**config.mk**
```make
export PLATFORM = sky130hd
export DESIGN_NAME = alu_arbiter
export DESIGN_NICKNAME = d
export VERILOG_FILES = /design/src/rtl/alu_arb_pkg.sv /design/src/rtl/alu_op_unit.sv /design/src/rtl/alu_arbiter.sv
export SDC_FILE = /design/constraint.sdc
export NUM_CORES = 1
export LEC_CHECK = 0
export ABC_AREA = 1
export CAP_MARGIN = 20
export CORE_AREA = 3 3 123 125
export CTS_CLUSTER_SIZE = 30
export DETAILED_ROUTE_END_ITERATION = 10
export DIE_AREA = 0 0 126 128
export GPL_TIMING_DRIVEN = 0
export PLACE_DENSITY = 0.74
export SETUP_SLACK_MARGIN = 0.02
export SLEW_MARGIN = 40
export SYNTH_ARGS = -nofsm -noshare
export SYNTH_HDL_FRONTEND = slang
export SYNTH_HIERARCHICAL = 1
export SYNTH_SLANG_ARGS = --single-unit
```
**constraint.sdc**
```tcl
create_clock -name clk -period 8.3 [get_ports clk]
set_clock_uncertainty 0.15 [all_clocks]
set_input_delay 1.66 -clock clk [delete_from_list [all_inputs] [get_ports clk]]
set_output_delay 1.66 -clock clk [all_outputs]
set_load 0.005 [all_outputs]
```
**src/rtl/alu_arb_pkg.sv**
```systemverilog
// Shared types and sizing for the ALU arbiter slice.
// Optional build macro: ALU_ARB_FIXED_PRIO_EN (see alu_arbiter.sv).
package alu_arb_pkg;

    localparam int ALU_WIDTH = 32;
    localparam int MAX_REQ   = 4;
    localparam int ID_W      = 2;

    typedef enum logic [1:0] {
        OP_AND = 2'b00,
        OP_OR  = 2'b01,
        OP_XOR = 2'b10,
        OP_ADD = 2'b11
    } alu_op_e;

endpackage

```
**src/rtl/alu_op_unit.sv**
```systemverilog
// Combinational logic/arithmetic unit: bitwise AND/OR/XOR, modulo add, 4:1 select.
import alu_arb_pkg::*;

module alu_op_unit #(
    parameter int WIDTH = ALU_WIDTH
) (
    input  alu_op_e            op,
    input  logic [WIDTH-1:0]   a,
    input  logic [WIDTH-1:0]   b,
    output logic [WIDTH-1:0]   result
);

    logic [WIDTH-1:0] and_res;
    logic [WIDTH-1:0] or_res;
    logic [WIDTH-1:0] xor_res;
    logic [WIDTH-1:0] sum_res;

    assign and_res = a & b;
    assign or_res  = a | b;
    assign xor_res = a ^ b;
    // Carry out is intentionally dropped: the sum wraps modulo 2^WIDTH.
    assign sum_res = a + b;

    always_comb begin
        // NOTE: assign a default before the case so no path leaves result unassigned (no latch).
        result = and_res;
        unique case (op)
            OP_AND: result = and_res;
            OP_OR:  result = or_res;
            OP_XOR: result = xor_res;
            OP_ADD: result = sum_res;
            default: result = and_res;
        endcase
    end

endmodule

```
**src/rtl/alu_arbiter.sv**
```systemverilog
// Arbitrates up to MAX_REQ requesters onto one shared ALU with a single-entry result register.
// Define ALU_ARB_FIXED_PRIO_EN to replace round-robin with fixed lowest-index priority.
import alu_arb_pkg::*;

module alu_arbiter #(
    parameter int NUM_REQ = 2,
    parameter int WIDTH   = ALU_WIDTH
) (
    input  logic                     clk,
    input  logic                     rst_n,
    input  logic [NUM_REQ-1:0]       req_valid,
    output logic [NUM_REQ-1:0]       req_ready,
    input  logic [2*NUM_REQ-1:0]     req_op,
    input  logic [WIDTH*NUM_REQ-1:0] req_a,
    input  logic [WIDTH*NUM_REQ-1:0] req_b,
    output logic                     rsp_valid,
    input  logic                     rsp_ready,
    output logic [ID_W-1:0]          rsp_id,
    output logic [WIDTH-1:0]         rsp_data
);

    logic              can_accept;
    logic              grant_found;
    logic [ID_W-1:0]   grant_idx;
    logic [NUM_REQ-1:0] grant;
    logic              accept;
    alu_op_e           sel_op;
    logic [WIDTH-1:0]  sel_a;
    logic [WIDTH-1:0]  sel_b;
    logic [WIDTH-1:0]  alu_result;

    assign can_accept = ~rsp_valid | rsp_ready;

`ifdef ALU_ARB_FIXED_PRIO_EN
    // Scan from the top down so the lowest valid index is the last one written.
    always_comb begin
        grant_found = 1'b0;
        grant_idx   = '0;
        for (int k = NUM_REQ - 1; k >= 0; k--) begin
            if (req_valid[k]) begin
                grant_found = 1'b1;
                grant_idx   = ID_W'(k);
            end
        end
    end
`else
    logic [ID_W-1:0] rr_ptr;

    // First valid requester at or after rr_ptr, wrapping modulo NUM_REQ.
    always_comb begin
        grant_found = 1'b0;
        grant_idx   = '0;
        for (int k = 0; k < NUM_REQ; k++) begin
            int idx;
            idx = int'(rr_ptr) + k;
            if (idx >= NUM_REQ) idx = idx - NUM_REQ;
            if (!grant_found && req_valid[idx]) begin
                grant_found = 1'b1;
                grant_idx   = ID_W'(idx);
            end
        end
    end

    always_ff @(posedge clk or negedge rst_n) begin
        if (!rst_n) begin
            rr_ptr <= '0;
        end else if (accept) begin
            rr_ptr <= (grant_idx == ID_W'(NUM_REQ - 1)) ? '0 : grant_idx + 1'b1;
        end
    end
`endif

    always_comb begin
        grant = '0;
        for (int i = 0; i < NUM_REQ; i++) begin
            grant[i] = grant_found && (grant_idx == ID_W'(i));
        end
    end

    assign accept = grant_found & can_accept;
    // rst_n gates the handshake directly so ready drops during reset without a clock.
    assign req_ready = grant & {NUM_REQ{can_accept & rst_n}};

    always_comb begin
        int sel;
        sel    = int'(grant_idx);
        sel_op = alu_op_e'(req_op[sel*2 +: 2]);
        sel_a  = req_a[sel*WIDTH +: WIDTH];
        sel_b  = req_b[sel*WIDTH +: WIDTH];
    end

    alu_op_unit #(.WIDTH(WIDTH)) u_alu (
        .op     (sel_op),
        .a      (sel_a),
        .b      (sel_b),
        .result (alu_result)
    );

    always_ff @(posedge clk or negedge rst_n) begin
        if (!rst_n) begin
            // NOTE: sequential state uses non-blocking assignments so all flops update together.
            rsp_valid <= 1'b0;
            rsp_data  <= '0;
            rsp_id    <= '0;
        end else if (accept) begin
            rsp_valid <= 1'b1;
            rsp_data  <= alu_result;
            rsp_id    <= grant_idx;
        end else if (rsp_ready) begin
            rsp_valid <= 1'b0;
        end
    end

endmodule

```
### After elaboration in Yosys (flattened, before gate mapping)

Index checks and enable logic that the tools add are counted.

* word-level logic and storage cells: 51
* register bits after elaboration: 37

* shift-type cells: 3
* equal/unequal tests: 4
* muxes and demuxes: 16
* reductions and logical operators: 7
* bitwise operators: 8
* add/sub/neg operators: 5
* magnitude comparators: 4

Operators by type and width (number)
* 32-bit one-hot mux with 4 select lines: 1
* 64-bit by 8-bit variable part select with 32-bit output: 2
* 32-bit by 3-bit less-than comparator with 1-bit output, second input constant: 2
* 32-bit two-way mux: 2
* 32-bit adder: 1
* 32-bit AND: 1
* 32-bit OR: 1
* 32-bit bitwise XOR: 1
* 1-bit two-way mux: 10
* 2-bit two-way mux: 3
* 2-bit by 1-bit == test with 1-bit output, second input constant: 2
* 2-bit == test, second input constant: 2
* 2-bit logical NOT: 2
* 4-bit by 4-bit variable part select with 2-bit output: 1
* 3-bit by 2-bit subtractor with 4-bit output, second input constant: 1
* 2-bit by 1-bit adder with 3-bit output, second input constant: 1
* 3-bit by 2-bit >= comparator with 1-bit output, second input constant: 1
* 1-bit logical AND: 3
* 2-bit by 2-bit subtractor with 3-bit output, second input constant: 1
* 2-bit by 1-bit adder with 2-bit output, second input constant: 1
* 1-bit AND: 2
* 2-bit AND: 1
* 2-bit >= comparator, second input constant: 1
* 2-bit nonzero test: 1
* 3 further kinds: 3

### Longest topological paths before layout

Gate-level depths: netlist of run 1.

* depth in word-level cells: 12
* mapped depth: 25

### Cells and area by module

Netlist of run 1, hierarchy kept.

Modules (own cells, without submodules)
* alu_op_unit: area an instance 3861.2 µm², times used 1, cells an instance 769
* alu_arbiter: area an instance 2444.8 µm², times used 1, cells an instance 390

### Worst setup path after synthesis of run 1

No wires, ideal clock.

* path kind: input port to flip-flop
* from: input port req_valid[0]
* to: register rsp_data[30]
* setup slack: 4.158 ns
* arrival time: 3.875 ns
* setup time: 0.117 ns
* buffers on the path: 2
* cell stages on the path: 24
* required time: 8.033 ns
* path through: nand2_1 -> nand2_2 -> inv_2 -> buf_4 -> buf_4 -> nand2_1 -> nand2_1 -> ha_1 -> inv_1 -> fa_1 -> inv_1 -> nand3_1 -> nand2_1 -> nand3_1 -> nand2_1 -> nand2_1 -> nand2_1 -> nand2_1 -> nand2_1 -> nand2_1 -> nand3_1 -> nand2_1 -> nand3_1 -> nand2_1

* word-level cells in the longest chain between the ends: 10
* elaborated cells on any way between the ends: 25

Ends and longest elaborated chain
* from (decl): RTL line alu_arbiter.sv:11 `input logic [NUM_REQ-1:0] req_valid,`
* 1-bit two-way mux (implied by the code) (3 in series): RTL line alu_arbiter.sv:57 `if (!grant_found && req_valid[idx]) begin`
* 1-bit two-way mux: RTL line alu_arbiter.sv:57
* 1-bit logical NOT: RTL line alu_arbiter.sv:57
* 1-bit logical AND: RTL line alu_arbiter.sv:57
* 2-bit two-way mux (*): RTL line alu_arbiter.sv:57
* 64-bit by 8-bit variable part select with 32-bit output (*): RTL line alu_arbiter.sv:88 `sel_a = req_a[sel*WIDTH +: WIDTH];`
* named net sel_a[0]: RTL line alu_arbiter.sv:28 `logic [WIDTH-1:0] sel_a;`
* 32-bit adder (*): RTL line alu_op_unit.sv:22 `assign sum_res = a + b;`
* 32-bit one-hot mux with 4 select lines (*): RTL line alu_op_unit.sv:27 `unique case (op)`
* named net alu_result[30]: RTL line alu_arbiter.sv:30 `logic [WIDTH-1:0] alu_result;`
* to (signal assigned): RTL line alu_arbiter.sv:107 `rsp_data <= alu_result;`
* to (decl): RTL line alu_arbiter.sv:19 `output logic [WIDTH-1:0] rsp_data`

Mark *: on every way through the listed nets, which the timed path passes. The rest lies on a longest branch. The select of a mux whose other input is x is not followed.
A chain may end at the register's enable or synchronous reset.

### Worst setup path after layout of run 1

* from: input port req_valid[1]
* to: register rsp_data[30]

The elaborated chain is that of the path after synthesis.

==> results of run 1 <==
==> how the worst min path moves through the flow <==
stage            startpoint      endpoint  slack [ns]  cells after the start
5_1_grt         rsp_data[9]   rsp_data[9]        0.35                      2
2_1_floorplan     rr_ptr[1]     rr_ptr[1]        0.29                      2
3_3_place_gp    rsp_data[7]   rsp_data[7]        0.30                      2
6_report       rsp_data[23]  rsp_data[23]        0.32                      2
3_5_place_dp   rsp_data[23]  rsp_data[23]        0.31                      2
4_1_cts        rsp_data[23]  rsp_data[23]        0.32                      2
==> worst max-delay path, cell delays in order <==
cell	delay, ns
clkdlybuf4s50_1	0.52
inv_2	0.06
nand4_1	0.23
clkbuf_1	0.54
nand3_1	0.14
nand2_1	0.12
ha_1	0.21
inv_1	0.10
fa_1	0.45
inv_1	0.16
nand3_1	0.09
nand2_1	0.19
nand3_1	0.10
nand2_1	0.13
nand2_1	0.07
nand2_1	0.14
nand2_1	0.12
nand2_1	0.08
nand2_1	0.05
nand3_1	0.07
nand2_1	0.12
nand3_1	0.12
nand2_1	0.06
==> per-stage QoR <==
step	power [uW]	cells	hold slack, ns	utilization	cell area [sq um]
2_1_floorplan	950	1159	0.292	-	6310
3_3_place_gp	1390	1512	0.304	0.591	8260
3_5_place_dp	1410	1513	0.307	0.592	8280
4_1_cts	1590	1521	0.321	0.602	8420
5_1_grt	1740	1521	0.350	0.602	8420
6_report	1600	1521	0.316	0.602	8420
==> routing by layer <==
metal,GRT usage,vias up,part of all wire
met1,0.405,3370,0.45
met5,0,-,0
met3,0.0354,29,0.087
met4,0.0644,0,0.019
met2,0.470,318,0.45
li1,-,3963,-
==> area by class of cell <==
type,count,area [sq um],area share
multi-input cells,880,4400,0.523
repair buffers,174,1750,0.208
flip-flops and latches,37,926,0.110
inverters,199,747,0.0887
plain buffers,43,229,0.0272
well taps,180,225,0.0268
clock buffers,6,129,0.0153
clock inverters,2,10.0,0.00119
==> kinds of logic after synthesis <==
group | synth area share
adders and majority gates | 0.130
and+or+nand+nor | 0.493
buffers and inverters | 0.155
DFF | 0.147
xor gates and xnor gates | 0.00833
AOI/OAI and AO/OA | 0.0671
==> sequential cells by signal, summed over array words and instances, names as in the netlist <==
name / flops
rsp_data: 32
rr_ptr: 2
rsp_id: 2
rsp_valid: 1
==> power by group through the flow <==
stage | combinational, uW | clock [uW] | sequential, uW
floorplan | 644 | 0 | 306
global placement | 1090 | 0 | 301
detailed placement | 1100 | 0 | 303
CTS | 1110 | 181 | 302
global route | 1240 | 189 | 312
finish | 1120 | 179 | 302
==> cells in the final DEF, fill, tap and decap left out, types with 2 or more instances in the layout <==
cell	netlist	layout
nand2_1	488	488
inv_1	191	191
clkdlybuf4s50_1	0	172
nand3_1	167	167
ha_1	64	64
nor2_1	39	39
dfrtp_1	37	37
a21oi_1	26	26
clkbuf_1	17	18
buf_2	15	16
o22ai_1	14	14
o21ai_0	12	12
nand4_1	10	10
o221ai_1	8	8
buf_4	7	7
inv_2	6	6
nor2_2	6	6
nor3_1	6	6
and2_1	6	6
nand3b_1	6	6
clkbuf_16	0	5
o21bai_1	5	5
or2_2	5	5
o211ai_1	4	4
buf_6	3	3
xnor2_1	3	3
xor2_1	3	3
nand2_2	2	2
clkinv_2	0	2
clkinv_1	2	2
==> out/qor.log, run 1 <==
INFO  sta            rsz0062_at_grt=no
INFO  clocking       clk_transition_reported_paths=0.05ns
INFO  floorplan      core.rowCount=43
INFO  pwr            irDropWorstVdd=77.7uV
INFO  critical_path  path_max_fanout=10
INFO  global_route   grt_usage=0.286
INFO  floorplan      fp.dieH=128um
INFO  yosys          ys_seq_elements=37
INFO  floorplan      pin_count=174
INFO  placed_design  io_buffer_count=173
INFO  critical_path  worst-r2r-setup-slack=4.23ns
INFO  clocking       postCtsSetupBuffers=0
INFO  critical_path  worstSetupPathType=input port to flop
INFO  final_layout   net_count_reported_at_finish=1542
INFO  sta            final-setup-viol-count=0
INFO  final_layout   nFillCells=1468
INFO  sta            achievable-frequency=181MHz
INFO  clocking       cts_tree=done
INFO  outcome        status=completed
INFO  global_route   via_count_of_the_first_global_routing_pass=6990
INFO  critical_path  critical_path.startpoint=req_valid[1]
INFO  sta            max_slew_margin=0.482
INFO  yosys          post-synth-top-count-cell=nand2_1
INFO  critical_path  cp-start-kind=input port
INFO  detailed_routing via_count=7680
INFO  pwr            power_report.internal_total=834uW
INFO  clocking       max-clock-path-buffers=2
INFO  detailed_routing firstDrtPassIters=5
INFO  floorplan      core_area=14000squm
INFO  sta            worstMarginPinSlew=0.778ns
INFO  clocking       cts_repair_resize_count=0
INFO  yosys          ys_async_sr_fraction=1.00
INFO  pwr            switching_share=0.478
INFO  global_route   wire_length_of_the_first_global_routing_pass=36500um
INFO  detailed_routing route.antenna.remaining_nets=0
INFO  yosys          synth_area=6310squm
INFO  pwr            comb_pwr_share=0.699
INFO  yosys          mappedNetlistNets=1361
INFO  pwr            seq_power_share=0.189
INFO  floorplan      floorplan.initialDensity=0.451
INFO  critical_path  setup.worst_path.end_class=flop
INFO  floorplan      floorplan.die.width=126um
INFO  yosys          post_synthesis_sequential_area_ratio=0.147
INFO  sta            timing.final.crit_share=0.664
INFO  clocking       numCtsBuffers=5
INFO  sta            report.final.hold_viol_count=0
INFO  yosys          synth_largest_type_area_fraction=0.290
INFO  yosys          syn_inst=1159
INFO  flow_run       timing.max_cap.violations=0
INFO  pwr            clockPowerShare=0.112
INFO  sta            final_max_slew_viol_count=0
INFO  global_route   grt_start_max_net_pins=27
INFO  critical_path  worst_r2r_endpoint=rsp_data[30]
INFO  critical_path  timing.critical_path.required=8.32ns
INFO  clocking       cts_root_buffer=clkbuf_16
INFO  critical_path  crit_arrival=5.53ns
INFO  hold_path      min-delay-path-class=flop to flop
INFO  pwr            total_leakage_power=0.00475uW
INFO  placed_design  post_place_setup_slack=2.60ns
INFO  yosys          syn-mean-instance-area=5.44squm
INFO  yosys          synth_ff_type=dfrtp_1
INFO  yosys          synthTopCellsByArea=nand2_1 29%, dfrtp_1 15%, nand3_1 13%, ha_1 13%, inv_1 11%
INFO  final_layout   drive_gt1_frac=0.0418
INFO  sta            setup-tns-final=0ns
INFO  yosys          yosysTopAreaCell=nand2_1
INFO  clocking       clkLatencyLatePin=0.28ns
INFO  global_route   globalRoute.totalOverflow=0
INFO  detailed_routing drc=0
INFO  yosys          post_synth_num_cell_types=34
INFO  placed_design  hpwl=20200um
INFO  yosys          synth_top_cells_by_count=488 x nand2_1, 191 x inv_1, 167 x nand3_1
INFO  placed_design  gp_routability_congestion=0.973
INFO  critical_path  reg2reg_from=rr_ptr[0]
INFO  detailed_routing drt-wirelength-per-cell=15.6um
INFO  pwr            power.density=190nW/um^2
INFO  detailed_routing dr.first_iter.drc_count=510
INFO  clocking       htree_num_levels=2
INFO  yosys          synthesis.yosys.warnings=6
INFO  global_route   grt_antenna_before_repair=0
INFO  clocking       cts_sinks=37
INFO  detailed_routing routed_wirelength=23700um
INFO  final_layout   antenna_cells_inserted=0
INFO  critical_path  worst_setup_path_endpoint=rsp_data[30]
INFO  detailed_routing post_drt_via_cell_ratio=5.05
INFO  sta            fin_crit=5.51ns
INFO  pwr            net-switching-power=763uW
INFO  clocking       hold_buffers=0
INFO  critical_path  worstRegToRegCells=23
INFO  yosys          number_of_synthesized_flops_with_an_enable_pin=0
INFO  floorplan      floorplan.die_area=16100squm
INFO  sta            fin_ws=2.79ns
INFO  final_layout   layout-area-overhead-vs-synth=33.5%
Power figures use the tool's default switching activity.
==> run 2: changes to the inputs <==
clock period = 5.3 ns   (was 8.3 ns; I/O delays follow)
==> results of run 2 <==
The final DEF is identical to that of run 1. Status: completed.
Among the figures that moved: setup slack after placement 2.60 ns -> 0.203 ns; setup slack after layout 2.79 ns -> 0.389 ns; register-to-register setup slack 4.23 ns -> 1.23 ns; total power 1600 uW -> 2500 uW; worst IR drop on VDD 77.7 uV -> 122 uV
==> run 3: changes to the inputs <==
ABC_CLOCK_PERIOD_IN_PS = 5300   (was not set)
SLEW_MARGIN = 15   (was 40)
==> run 3 against run 2 <==
  * Final cell count about the same
  * Power up 0.19%
  * Sequential share of layout area about the same
==> out/qor.log, run 3 (synthesis results as in run 1) <==
INFO  outcome        status=completed
INFO  sta            fin_crit=4.95ns
INFO  sta            final_max_slew_viol_count=0
INFO  critical_path  worst-r2r-setup-slack=1.18ns
INFO  placed_design  gp_routability_congestion=0.973
INFO  floorplan      core.rowCount=43
INFO  clocking       cts_sinks=37
INFO  final_layout   leading_cell_type_in_the_layout_fill_and_taps_excluded=nand2_1
INFO  hold_path      min-delay-path-class=flop to flop
INFO  clocking       postCtsSetupBuffers=0
INFO  critical_path  crit_arrival=4.97ns
INFO  clocking       clk_transition_reported_paths=0.05ns
INFO  placed_design  hpwl=20300um
INFO  floorplan      floorplan.initialDensity=0.451
INFO  global_route   globalRoute.totalOverflow=0
INFO  clocking       cts_tree=done
INFO  detailed_routing post_drt_via_cell_ratio=5.07
INFO  final_layout   nFillCells=1491
INFO  final_layout   regMostFlops=rsp_data
INFO  global_route   wire_length_of_the_first_global_routing_pass=36300um
INFO  detailed_routing routed_wirelength=23700um
INFO  final_layout   net_count_reported_at_finish=1542
INFO  sta            timing.final.crit_share=0.934
INFO  critical_path  cp-start-kind=input port
INFO  sta            max_slew_margin=0.504
INFO  pwr            irDropWorstVdd=137uV
INFO  sta            worstMarginPinSlew=0.743ns
INFO  critical_path  worst_r2r_endpoint=rsp_data[30]
INFO  detailed_routing drc=0
INFO  global_route   via_count_of_the_first_global_routing_pass=6983
INFO  critical_path  worstRegToRegCells=23
INFO  critical_path  reg2reg_from=rr_ptr[0]
INFO  clocking       htree_num_levels=2
INFO  final_layout   drive_gt1_frac=0.0410
INFO  clocking       hold_buffers=0
INFO  detailed_routing drt-wirelength-per-cell=15.6um
INFO  clocking       max-clock-path-buffers=2
INFO  critical_path  setup.worst_path.end_class=flop
INFO  critical_path  timing.critical_path.required=5.32ns
INFO  critical_path  path_max_fanout=10
INFO  pwr            p_total=2510uW
INFO  final_layout   layout-area-overhead-vs-synth=33.5%
INFO  critical_path  worst_setup_path_endpoint=rsp_data[30]
INFO  clocking       cts_root_buffer=clkbuf_16
INFO  pwr            power.density=298nW/um^2
INFO  placed_design  io_buffer_count=173
INFO  sta            rsz0062_at_grt=no
INFO  pwr            total_leakage_power=0.00475uW
INFO  floorplan      floorplan.die_area=16100squm
INFO  final_layout   antenna_cells_inserted=0
INFO  sta            final-setup-viol-count=0
INFO  floorplan      floorplan.die.width=126um
INFO  floorplan      core_area=14000squm
INFO  clocking       clkLatencyLatePin=0.28ns
INFO  global_route   grt_antenna_before_repair=0
INFO  final_layout   layout.cells.most_common_list=488 x nand2_1, 191 x inv_1, 172 x clkdlybuf4s50_1
INFO  sta            report.final.hold_viol_count=0
INFO  critical_path  worstSetupPathType=input port to flop
INFO  flow_run       timing.max_cap.violations=0
INFO  detailed_routing dr.first_iter.drc_count=488
INFO  global_route   grt_usage=0.285
INFO  sta            achievable-frequency=202MHz
INFO  clocking       numCtsBuffers=5
INFO  sta            setup-tns-final=0ns
INFO  floorplan      fp.dieH=128um
INFO  final_layout   layout.core_utilization=0.602
INFO  detailed_routing via_count=7700
INFO  global_route   grt_start_max_net_pins=34
INFO  final_layout   largest_register_ffs=32
INFO  final_layout   largest_registers=rsp_data (32), rr_ptr (2), rsp_id (2)
INFO  floorplan      pin_count=174
INFO  detailed_routing firstDrtPassIters=5
INFO  clocking       cts_repair_resize_count=0
INFO  critical_path  critical_path.startpoint=req_valid[0]
INFO  detailed_routing route.antenna.remaining_nets=0
run 3: changes by cell type in the layout (fill, tap and decap cells not counted), sizes merged:
| cell | delta |
|---|---|
| clkinv | -2 |
| clkbuf | +1 |
run 3: worst min-delay path by stage:
stage          slack (ns)    startpoint  cells after the start           end
4_1_cts              0.32  rsp_data[23]                      2  rsp_data[23]
6_report             0.32  rsp_data[23]                      2  rsp_data[23]
5_1_grt              0.34  rsp_data[23]                      2  rsp_data[23]
3_3_place_gp         0.30   rsp_data[7]                      2   rsp_data[7]
2_1_floorplan        0.29     rr_ptr[1]                      2     rr_ptr[1]
3_5_place_dp         0.31  rsp_data[23]                      2  rsp_data[23]
run 3: layout make-up:
type                       count  area (sq um)  share of cell area
buffer                        43           229              0.0272
multi-input combinational    880          4400               0.523
inverter                     199           747              0.0887
tap                          180           225              0.0267
timing repair buffer         174          1750               0.207
clock buffer                   7           143              0.0169
sequential                    37           926               0.110
run 3: routing by layer:
metal | part of all wire | vias up | track usage | wire, um
li1 | - | 3960 | - | -
met1 | 0.46 | 3409 | 0.398 | 10900
met2 | 0.45 | 305 | 0.472 | 10600
met3 | 0.077 | 26 | 0.0346 | 1820
met5 | 0 | - | 0 | 0
met4 | 0.016 | 0 | 0.0662 | 376
run 3: worst max-delay path: stages:
cell and delay, ns:
clkdlybuf4s50_1 0.52, nand2_1 0.11, nand2_2 0.19, clkbuf_1 0.54, nand3_1 0.15, nand2_1 0.12
ha_1 0.22, inv_1 0.11, fa_1 0.44, inv_1 0.16, nand3_1 0.08, nand2_1 0.19
nand3_1 0.10, nand2_1 0.14, nand2_1 0.07, nand2_1 0.16, nand2_1 0.12, nand2_1 0.08
nand2_1 0.05, nand3_1 0.07, nand2_1 0.12, nand3_1 0.10, nand2_1 0.05
run 3: stage by stage:
stage | std cells | hold WS [ns] | worst slack, ns | area, sq um
after floorplan | 1159 | 0.292 | 1.76 | 6310
after global placement | 1512 | 0.304 | 0.259 | 8260
after detailed placement | 1513 | 0.307 | 0.207 | 8280
after CTS | 1520 | 0.320 | 0.474 | 8420
after global routing | 1520 | 0.340 | 0.0982 | 8420
final | 1520 | 0.315 | 0.350 | 8420
run 3: power by group:
part	internal [uW]	total (uW)	switching, uW
registers	403	472	68.6
logic	731	1750	1020
clock network	184	284	100
total	1320	2510	1190
